File: config.mk
export PLATFORM = sky130hd
export DESIGN_NAME = riscv_lsu
export DESIGN_NICKNAME = d
export VERILOG_FILES = /design/src/rtl/riscv_constants.sv /design/src/rtl/riscv_load_align.sv /design/src/rtl/riscv_lsu.sv
export SDC_FILE = /design/constraint.sdc
export NUM_CORES = 1
export LEC_CHECK = 0
export ABC_AREA = 1
export CORE_MARGIN = 5
export CORE_UTILIZATION = 50
export DETAILED_ROUTE_END_ITERATION = 12
export DONT_BUFFER_PORTS = 1
export PLACE_DENSITY = 0.77
export SYNTH_ARGS = -nofsm -noshare
export SYNTH_HDL_FRONTEND = slang
export SYNTH_SLANG_ARGS = --single-unit
File: constraint.sdc
create_clock -name clk -period 2.65 [get_ports clk]
set_input_delay 0.265 -clock clk [delete_from_list [all_inputs] [get_ports clk]]
set_output_delay 0.265 -clock clk [all_outputs]
set_load 0.01 [all_outputs]
File: src/rtl/riscv_constants.sv
// Shared pipeline encodings: writeback select and memory-operation codes.
// Latency: n/a (types only). Backpressure: n/a.
// Helpers classify memory ops by direction and access width.
package riscv_constants;

    typedef enum logic [1:0] {
        WB_ALU = 2'd0,
        WB_MEM = 2'd1,
        WB_PC4 = 2'd2,
        WB_IMM = 2'd3
    } wb_sel_t;

    typedef enum logic [3:0] {
        MEM_NONE = 4'd0,
        MEM_LB   = 4'd1,
        MEM_LH   = 4'd2,
        MEM_LW   = 4'd3,
        MEM_LBU  = 4'd4,
        MEM_LHU  = 4'd5,
        MEM_SB   = 4'd6,
        MEM_SH   = 4'd7,
        MEM_SW   = 4'd8
    } mem_op_t;

    function automatic logic is_store(input mem_op_t op);
        return (op == MEM_SB) || (op == MEM_SH) || (op == MEM_SW);
    endfunction

    function automatic logic is_half(input mem_op_t op);
        return (op == MEM_LH) || (op == MEM_LHU) || (op == MEM_SH);
    endfunction

    function automatic logic is_word(input mem_op_t op);
        return (op == MEM_LW) || (op == MEM_SW);
    endfunction

endpackage

File: src/rtl/riscv_load_align.sv
// Selects the addressed byte/half of a read word and sign/zero-extends it.
// Latency: combinational. Backpressure: none.
// Non-load ops yield zero.
module riscv_load_align
    import riscv_constants::*;
#(
    parameter int WORD_LENGTH = 32
) (
    input  mem_op_t                mem_op,
    input  logic [1:0]             offset,
    input  logic [WORD_LENGTH-1:0] rdata,
    output logic [WORD_LENGTH-1:0] result
);

    logic [7:0]  byte_sel;
    logic [15:0] half_sel;

    always_comb begin
        byte_sel = rdata[{offset, 3'b000} +: 8];
        half_sel = rdata[{offset[1], 4'b0000} +: 16];
        result   = '0;
        case (mem_op)
            MEM_LB:  result = {{(WORD_LENGTH-8){byte_sel[7]}}, byte_sel};
            MEM_LBU: result = {{(WORD_LENGTH-8){1'b0}}, byte_sel};
            MEM_LH:  result = {{(WORD_LENGTH-16){half_sel[15]}}, half_sel};
            MEM_LHU: result = {{(WORD_LENGTH-16){1'b0}}, half_sel};
            MEM_LW:  result = rdata;
            default: result = '0;
        endcase
    end

endmodule

File: src/rtl/riscv_lsu.sv
// Memory-stage load/store unit; optional misaligned trap under RISCV_LSU_MISALIGN_TRAP_EN.
// Latency: >= 4 cycles start-to-done (IDLE, REQ, WAIT, DONE); trapped accesses 2 cycles.
// Backpressure: holds REQ fields until dmem_req_ready, waits in WAIT for dmem_rsp_valid; stall high meanwhile.
module riscv_lsu
    import riscv_constants::*;
#(
    parameter int WORD_LENGTH = 32,
    parameter int ADDR_WIDTH  = 32
) (
    input  logic                   clk,
    input  logic                   rst,
    input  logic                   ex_valid,
    input  mem_op_t                mem_op,
    input  logic [ADDR_WIDTH-1:0]  addr,
    input  logic [WORD_LENGTH-1:0] wdata,
    output logic                   stall,
    output logic                   done,
    output logic [WORD_LENGTH-1:0] data,
    output logic                   dmem_req_valid,
    input  logic                   dmem_req_ready,
    output logic                   dmem_we,
    output logic [ADDR_WIDTH-1:0]  dmem_addr,
    output logic [WORD_LENGTH-1:0] dmem_wdata,
    output logic [3:0]             dmem_wstrb,
    input  logic                   dmem_rsp_valid,
    input  logic [WORD_LENGTH-1:0] dmem_rdata,
    output logic                   misaligned
);

    typedef enum logic [1:0] {
        S_IDLE = 2'd0,
        S_REQ  = 2'd1,
        S_WAIT = 2'd2,
        S_DONE = 2'd3
    } state_t;

    state_t                 state, state_nxt;
    mem_op_t                op_q;
    logic [1:0]             off_q;
    logic                   we_q;
    logic [ADDR_WIDTH-1:0]  addr_q;
    logic [WORD_LENGTH-1:0] wdata_q;
    logic [3:0]             wstrb_q;
    logic [WORD_LENGTH-1:0] data_q;
    logic [WORD_LENGTH-1:0] load_word;

    logic                   start;
    logic                   trap;
    logic [1:0]             off_eff;
    logic [WORD_LENGTH-1:0] lane_wdata;
    logic [3:0]             lane_wstrb;

    assign start = ex_valid && (mem_op != MEM_NONE);

    // Width-aligned offset: half ignores bit 0, word ignores both bits.
    always_comb begin
        off_eff = addr[1:0];
        if (is_half(mem_op)) begin
            off_eff = {addr[1], 1'b0};
        end else if (is_word(mem_op)) begin
            off_eff = 2'b00;
        end
    end

`ifdef RISCV_LSU_MISALIGN_TRAP_EN
    logic mis_q;

    assign trap = (is_half(mem_op) && addr[0]) || (is_word(mem_op) && (addr[1:0] != 2'b00));

    always_ff @(posedge clk) begin
        if (rst) begin
            mis_q <= 1'b0;
        end else if ((state == S_IDLE) && start) begin
            mis_q <= trap;
        end
    end

    assign misaligned = (state == S_DONE) && mis_q;
`else
    assign trap       = 1'b0;
    assign misaligned = 1'b0;
`endif

    always_comb begin
        lane_wdata = '0;
        lane_wstrb = 4'b0000;
        case (mem_op)
            MEM_SB: begin
                lane_wdata = {4{wdata[7:0]}};
                lane_wstrb = 4'b0001 << off_eff;
            end
            MEM_SH: begin
                lane_wdata = {2{wdata[15:0]}};
                lane_wstrb = 4'b0011 << {off_eff[1], 1'b0};
            end
            MEM_SW: begin
                lane_wdata = wdata;
                lane_wstrb = 4'b1111;
            end
            default: begin
                lane_wdata = '0;
                lane_wstrb = 4'b0000;
            end
        endcase
    end

    always_ff @(posedge clk) begin
        if (rst) begin
            state <= S_IDLE;
        end else begin
            state <= state_nxt;
        end
    end

    always_comb begin
        state_nxt      = state;
        stall          = 1'b0;
        done           = 1'b0;
        dmem_req_valid = 1'b0;
        case (state)
            S_IDLE: begin
                if (start) begin
                    stall     = 1'b1;
                    state_nxt = trap ? S_DONE : S_REQ;
                end
            end
            S_REQ: begin
                stall          = 1'b1;
                dmem_req_valid = 1'b1;
                if (dmem_req_ready) begin
                    state_nxt = S_WAIT;
                end
            end
            S_WAIT: begin
                stall = 1'b1;
                if (dmem_rsp_valid) begin
                    state_nxt = S_DONE;
                end
            end
            S_DONE: begin
                done      = 1'b1;
                state_nxt = S_IDLE;
            end
            default: state_nxt = S_IDLE;
        endcase
    end

    // Request fields are captured at start so execute may move on.
    always_ff @(posedge clk) begin
        if (rst) begin
            op_q    <= MEM_NONE;
            off_q   <= 2'b00;
            we_q    <= 1'b0;
            addr_q  <= '0;
            wdata_q <= '0;
            wstrb_q <= 4'b0000;
        end else if ((state == S_IDLE) && start) begin
            op_q    <= mem_op;
            off_q   <= off_eff;
            we_q    <= is_store(mem_op);
            addr_q  <= {addr[ADDR_WIDTH-1:2], 2'b00};
            wdata_q <= lane_wdata;
            wstrb_q <= lane_wstrb;
        end
    end

    riscv_load_align #(
        .WORD_LENGTH(WORD_LENGTH)
    ) u_load_align (
        .mem_op(op_q),
        .offset(off_q),
        .rdata (dmem_rdata),
        .result(load_word)
    );

    always_ff @(posedge clk) begin
        if (rst) begin
            data_q <= '0;
        end else if ((state == S_WAIT) && dmem_rsp_valid && !we_q) begin
            data_q <= load_word;
        end
    end

    assign data       = data_q;
    assign dmem_we    = we_q;
    assign dmem_addr  = addr_q;
    assign dmem_wdata = wdata_q;
    assign dmem_wstrb = wstrb_q;

endmodule

==> results of run 1 <==
## final cells by class
type | instances | area (sq um)
multi-input cells | 529 | 2415
clock inverters | 6 | 71.32
repair buffers | 6 | 65.06
well taps | 133 | 166.4
fillers | 966 | 4612
clock buffers | 10 | 137.6
inverters | 66 | 255.2
flip-flops and latches | 107 | 2142
## placed cells by master, fill, tap and decap left out, drive strengths merged
cell	instances
clkinv	1
buf	6
inv	68
clkbuf	10
nand3	36
bufinv	1
nor3	2
nand2	264
o22ai	9
nor2	36
clkinvlp	2
a21oi	100
o211ai	1
ha	5
o21ai	54
nand4	2
and2	1
a31oi	15
a211oi	1
conb	3
dfxtp	107
## per-layer routing
| metal | up-vias | part of all wire, % | wire [um] |
|---|---|---|---|
| met2 | 270 | 48 | 6976 |
| met4 | 0 | 2.8 | 405 |
| met1 | 2159 | 37 | 5387 |
| li1 | 2336 | - | - |
| met5 | - | 0 | 0 |
| met3 | 35 | 13 | 1827 |
## state kept, by name, indices dropped and copies added (netlist names)
name and flops:
off_q 2, data 32, dmem_addr 30, dmem_wstrb 4
op_q 4, dmem_we 1, dmem_wdata 32, state 2
## per-stage QoR
step	util, %	power (W)	cell area (sq um)	setup WS (ns)
6_report	53.25	0.004144	5253	0.5119
5_1_grt	53.25	0.004414	5253	0.2579
4_1_cts	53.25	0.004160	5253	0.5091
3_5_place_dp	50.85	0.003089	5016	0.5447
3_3_place_gp	50.85	0.003045	5016	0.6622
2_1_floorplan	-	0.002927	5094	1.122
## where the power goes
group / total, W / internal [W] / switching [W]
logic: 0.00109 / 0.000314 / 0.000779
clock network: 0.00106 / 0.000472 / 0.000585
registers: 0.00199 / 0.00179 / 0.000208
total: 0.00414 / 0.00257 / 0.00157
## worst max-delay path, cell delays in order, from the launching register on
cell and delay [ns]:
dfxtp_1 0.35, inv_1 0.13, ha_1 0.23, nand3_4 0.27, inv_2 0.66, nand3_1 0.20
a31oi_1 0.23
## worst paths after layout
check / from / to / slack (ns)
hold / removal: addr[10] / dmem_addr[10]$_SDFFE_PP0P_ / 0.02
setup reg to reg: state[0]$_SDFFE_PP0P_ / dmem_wdata[19]$_SDFFE_PP0P_ / 0.51
setup / recovery: state[0]$_SDFFE_PP0P_ / dmem_wdata[19]$_SDFFE_PP0P_ / 0.51
hold reg to reg: op_q[3]$_SDFFE_PP0P_ / op_q[3]$_SDFFE_PP0P_ / 0.50
## kinds of logic after synthesis
group                    count (synthesis)  share of synthesized area, %
AND/OR/NAND/NOR                        341                         27.33
AO/OA/AOI/OAI                          180                         18.70
buffers and inverters                  111                         10.55
flip-flops                             107                         42.12
adder cells (fa/ha/maj)                  5                         1.230
other                                    1                       0.07373
==> flow_summary.toml, run 1 <==
[run_status]
run_status = "finished, final reports clean"

[logic_synthesis]
netlist.area_leader.share_pct = 42.12
synth_area_sq_um = 5086
synthesis.instances = 745
synth_edf_count = 0
ys_async_sr_fraction_pct = 0
post_synth.cell_area_avg_sq_um = 6.827
synth_area_leaders = "dfxtp_1, nand2_1, a21oi_1"
yosysWarnings = 0
ys_ff_latch = 107
yosysTopAreaCell = "dfxtp_1"
yosys-top-cells-count = "nand2_1, dfxtp_1, a21oi_1"
yosysSeqAreaShare_pct = 42.12
synth.most_common_cell = "nand2_1"
synthFlopType = "dfxtp_1"
synth_cell_types = 33

[global_route]
track_usage_pct = 22.55
gr-usage-met2_pct = 37.82
first_global_vias = 4472
grt_overflow = 0
grt_max_degree = 94
grt_pass1_wl_um = 22870
antenna_found_initial = 0
grtUsageMet1_pct = 25.47
use_met3_pct = 8.952
grt-busiest-layer = "met2"

[pwr]
peakVddDrop_mv = 0.3932
power_density_nw_per_um2 = 789.0
leakagePower_nw = 2.108

[finish]
fin_cells = 857
drive_gt1_share_pct = 5.525
areaGrowthSynthToFinish_pct = 3.272
final_nets = 829
antenna_cells = 0

[placement]
gp_congestion = 0.8735
port_buffers = 0
dp_hpwl_um = 10500
dp.cells = 840

[timing]
rsz0062_at_grt = "false"
tns_ns = 0
max_freq_mhz = 467.7
fin_crit_sh_pct = 80.68
skew_ns = 0.005742
final-hold-violation-count = 0
fin_crit_ns = 2.138
hold_ws_ns = 0.02244
drv_slew = 0
slew_headroom_pct = 49.08
setup_viol = 0
tightest_slew_ns = 0.7620

[run]
cap_violations = 0

[clocking]
clk_latency_ns = 0.37
clock_sinks = 107
cts_htree_levels = 3
clock_path_buffers = 2
cts_made_buffers = 9
clk_pin_slew_ns = 0.11
root_buffer = "clkbuf_8"
cts_resized = 0
holdBufCountCts = 1
cts_tree = "built"
cts_setup_buffers = 0

[routing]
detail_route.wl_per_cell_um = 17.03
wirelength_um = 14600
vias_per_cell = 5.601
num_vias = 4800
ant_nets = 0
route.detailed.drc = 0
drt-initial-drc-count = 514
drt_pass1_iterations = 5

[worst_hold_path]
hp-class = "input port to flop"
hold_depth = 2

[die]
core_sq_um = 9864
rows = 36
die_area_sq_um = 12290
fp.dieW_um = 110.9
io_pins = 210
die-height_um = 110.9
initial_utilization_pct = 51.56

[critical_path]
endpoint_kind = "flop"
crit_fanout = 48
critPathRequiredTime_ns = 2.94
path_class = "flop to flop"
cp_data_arrival_time_ns = 2.43
crit_path_start_kind = "flop"
rr_worst_depth = 6
No activity file was read; power rests on OpenSTA's default activity.
==> run 2: changes to the inputs <==
clock period = 2 ns   (was 2.65 ns; I/O delays follow)
==> flow_summary.toml, run 2 (same netlist as run 1, synthesis figures left out) <==
[clocking]
cts_tree = "built"
clk_pin_slew_ns = 0.10
clock_sinks = 107
root_buffer = "clkbuf_8"
clk_latency_ns = 0.37
cts_htree_levels = 3
clock_path_buffers = 2
cts_made_buffers = 9

[timing]
rsz0062_at_grt = "false"
setup_viol = 0
fin_crit_sh_pct = 95.35
slew_headroom_pct = 56.25
max_freq_mhz = 524.4
skew_ns = 0.01004
tns_ns = 0
final-hold-violation-count = 0
drv_slew = 0
fin_crit_ns = 1.907
tightest_slew_ns = 0.6563

[pwr]
leakagePower_nw = 2.387
seqPwrFrac_pct = 46.2
switchingPower_w = 0.002150
total_power_w = 0.005736
internal_power_w = 0.003587
peakVddDrop_mv = 0.5144
power_frac_comb_pct = 29.6
p_clk_share_pct = 24.2
power_density_nw_per_um2 = 974.6
switching_share_pct = 37.47

[critical_path]
crit_fanout = 21
critPathBufInv = 4
endpoint_kind = "flop"
cp_top_family = "buffers and inverters"
cp_data_arrival_time_ns = 2.23
crit_path_start_kind = "flop"
path_cells = "inv_2, ha_2, nand3_4, inv_8, buf_12, nand2_1, a21oi_1, dlygate4sd3_1"
critPathRequiredTime_ns = 2.32
critPathMaxStageDelay_ns = 0.57
path_class = "flop to flop"
rrSetupSlack_ns = 0.09
slowest_stage = "dlygate4sd3_1"

[routing]
drt_pass1_iterations = 8
ant_nets = 0
num_vias = 5110
vias_per_cell = 5.573
detail_route.wl_per_cell_um = 17.24
wirelength_um = 15810
drt-initial-drc-count = 615
route.detailed.drc = 0

[die]
initial_utilization_pct = 51.56
io_pins = 210
die-height_um = 110.9
rows = 36
fp.dieW_um = 110.9
core_sq_um = 9864
die_area_sq_um = 12290

[placement]
dp_hpwl_um = 10540
port_buffers = 0
gp_congestion = 0.9235

[global_route]
grt_pass1_wl_um = 25360
first_global_vias = 4906
grt_overflow = 0
track_usage_pct = 24.88
grt_max_degree = 93
antenna_found_initial = 0

[finish]
final_cell_mix = "nand2_1, dfxtp_1, a21oi_1"
final_nets = 889
areaGrowthSynthToFinish_pct = 15.72
nFillCells = 884
drive_gt1_share_pct = 6.633
layout_commonest_cell = "nand2_1"
antenna_cells = 0

[run_status]
run_status = "finished, final reports clean"

[run]
cap_violations = 0

[worst_hold_path]
hp-class = "input port to flop"
## run 2: final timing paths
check | cells past startpoint | startpoint | end
min | 2 | wdata[18] | dmem_wdata[18]$_SDFFE_PP0P_
max reg2reg | 8 | state[0]$_SDFFE_PP0P_ | dmem_addr[30]$_SDFFE_PP0P_
min reg2reg | 2 | op_q[3]$_SDFFE_PP0P_ | op_q[3]$_SDFFE_PP0P_
max | 8 | state[0]$_SDFFE_PP0P_ | dmem_addr[30]$_SDFFE_PP0P_
## run 2: metrics by stage
stage	hold WS (ns)	instances	setup WS, ns	area (sq um)	utilization (%)
2_1_floorplan	0.3427	747	0.4922	5094	-
3_3_place_gp	0.2772	846	0.3917	5074	51.43
3_5_place_dp	0.2819	846	0.3521	5074	51.43
4_1_cts	0.004535	916	0.01594	5838	59.18
5_1_grt	0.007665	917	0.004682	5886	59.67
6_report	0.01857	917	0.09294	5886	59.67
## run 2: repair_timing
action | in CTS | in global routing
hold buffers | 54 | 0
endpoints found under the setup margin | 0 | 3
buffers inserted | 0 | 0
gates resized for setup | 0 | 10
hold endpoints to repair | 101 | 0
## run 2: power by group through the flow
stage / clock [W] / combinational [W] / sequential, W
2_1_floorplan: 0 / 0.00126 / 0.00262
3_3_place_gp: 0 / 0.00143 / 0.00268
3_5_place_dp: 0 / 0.00147 / 0.00269
4_1_cts: 0.00143 / 0.00160 / 0.00265
5_1_grt: 0.00153 / 0.00192 / 0.00268
6_report: 0.00139 / 0.00170 / 0.00265
## run 2: layout make-up
class | count | area, sq um | area share, %
Tap cell | 133 | 166.4 | 2.827
Inverter | 66 | 262.8 | 4.464
Clock buffer | 10 | 137.6 | 2.338
Clock inverter | 6 | 68.82 | 1.169
Timing Repair Buffer | 66 | 685.7 | 11.65
Multi-Input combinational cell | 529 | 2422 | 41.16
Sequential cell | 107 | 2142 | 36.39
## run 2: worst reg2reg max path, cell delays in order (launching register included)
cell	delay [ns]
dfxtp_1	0.35
inv_2	0.09
ha_2	0.21
nand3_4	0.15
inv_8	0.12
buf_12	0.17
nand2_1	0.08
a21oi_1	0.13
dlygate4sd3_1	0.57
## run 2: routing by layer
| metal | track usage (%) | vias to the layer above | wire length (um) |
|---|---|---|---|
| met5 | 0 | - | 0 |
| met4 | 10.10 | 0 | 504 |
| met3 | 9.443 | 47 | 1880 |
| met2 | 41.42 | 303 | 7586 |
| met1 | 28.71 | 2298 | 5836 |
| li1 | - | 2462 | - |
==> run 3: changes to the inputs <==
CORE_UTILIZATION = 49   (was 50)
PLACE_DENSITY = 0.76   (was 0.77)
==> flow_summary.toml, run 3 (same netlist as run 1, synthesis figures left out) <==
[worst_hold_path]
hp-class = "input port to flop"
hold_end = "dmem_addr[27]$_SDFFE_PP0P_"
hold_depth = 2
worstHoldStart = "addr[27]"

[routing]
vias_per_cell = 5.577
ant_nets = 0
route.detailed.drc = 0
drt-initial-drc-count = 612
num_vias = 5047
detail_route.wl_per_cell_um = 16.94
wirelength_um = 15330
drt_pass1_iterations = 6

[timing]
max_freq_mhz = 531.8
tns_ns = 0
hold_ws_ns = 0.003940
tightest_slew_ns = 0.6268
fin_crit_ns = 1.880
slew_headroom_pct = 58.21
fin_ws_ns = 0.1196
drv_slew = 0
rsz0062_at_grt = "false"
final-hold-violation-count = 0
fin_crit_sh_pct = 94.02
setup_viol = 0
skew_ns = 0.01010

[critical_path]
worstReg2RegEnd = "state[0]$_SDFFE_PP0P_"
path_class = "flop to primary output"
rr_startpoint = "state[1]$_SDFFE_PP0P_"
cp_data_arrival_time_ns = 1.68
critPathRequiredTime_ns = 1.80
rr_worst_depth = 6
endpoint_kind = "primary output"
rrSetupSlack_ns = 0.15
crit_path_start_kind = "flop"
crit_fanout = 23

[pwr]
power_density_nw_per_um2 = 995.4
peakVddDrop_mv = 0.4476
total_power_w = 0.005711
leakagePower_nw = 2.324

[global_route]
grt_pass1_wl_um = 23200
grt_overflow = 0
grt_max_degree = 95
track_usage_pct = 22.44
first_global_vias = 4669
antenna_found_initial = 0

[placement]
gp_congestion = 0.9100
dp_slack_ns = 0.3461
port_buffers = 0
dp_hpwl_um = 10620

[die]
initial_utilization_pct = 49.71
io_pins = 210
die-height_um = 111.9
core_sq_um = 10230
rows = 37
fp.dieW_um = 111.9
die_area_sq_um = 12520

[run]
cap_violations = 0

[finish]
areaGrowthSynthToFinish_pct = 12.79
layout_commonest_cell = "nand2_1"
antenna_cells = 0
final_nets = 876
drive_gt1_share_pct = 5.462
final_cell_mix = "nand2_1, dfxtp_1, a21oi_1"

[clocking]
clock_sinks = 107
cts_htree_levels = 3
cts_made_buffers = 9
clk_latency_ns = 0.36
clock_path_buffers = 2
clk_pin_slew_ns = 0.10
cts_tree = "built"
root_buffer = "clkbuf_8"

[run_status]
run_status = "finished, final reports clean"
-- run 3: layer usage --
layer / GRT usage [%] / vias up / part of all wire, %
met5: 0 / - / 0
met4: 10.46 / 0 / 3.6
met3: 8.967 / 54 / 13
met2: 37.13 / 316 / 48
met1: 25.31 / 2251 / 35
li1: - / 2426 / -
-- run 3: what timing repair did --
item                       4_1_cts  5_1_grt
hold endpoints to repair       101       92
setup endpoints to repair        0        1
gates resized for setup          0        1
hold buffers                     9       34
setup buffers                    0        0
-- run 3: through the flow --
stage                     utilization, %  cell area [sq um]  cells
after floorplan                        -               5094    747
after global placement             49.55               5070    848
after detailed placement           49.55               5070    848
after CTS                          52.54               5375    871
after global routing               56.07               5737    905
final                              56.07               5737    905
-- run 3: cell type report --
class,instances,area [sq um]
Clock buffer,12,155.1
Clock inverter,2,60.06
Fill cell,942,4494
Inverter,66,255.2
Multi-Input combinational cell,529,2415
Sequential cell,107,2142
Tap cell,136,170.2
Timing Repair Buffer,53,539.3
-- run 3: worst max-delay path, stage by stage, from the launching register on --
cell	delay, ns
dfxtp_1	0.38
inv_1	0.11
ha_1	0.25
nand3_4	0.13
buf_6	0.20
a21oi_1	0.09
buf_4	0.16
-- run 3: power by group --
part,leakage (nW),internal (W),switching (W)
logic,1.35,0.000541,0.00107
clock network,0.109,0.000762,0.000695
registers,0.869,0.00237,0.000276
total,2.32,0.00367,0.00204
-- run 3: worst max path at each step --
stage	start	endpoint	slack (ns)	depth (start not counted)
3_3_place_gp	state[0]$_SDFFE_PP0P_	dmem_wdata[21]$_SDFFE_PP0P_	0.46	6
3_5_place_dp	state[0]$_SDFFE_PP0P_	dmem_wdata[19]$_SDFFE_PP0P_	0.35	6
5_1_grt	state[0]$_SDFFE_PP0P_	stall	0.005	6
6_report	state[0]$_SDFFE_PP0P_	stall	0.12	6
4_1_cts	state[0]$_SDFFE_PP0P_	stall	0.04	6
2_1_floorplan	state[0]$_SDFFE_PP0P_	data[2]$_SDFFE_PP0P_	0.49	8
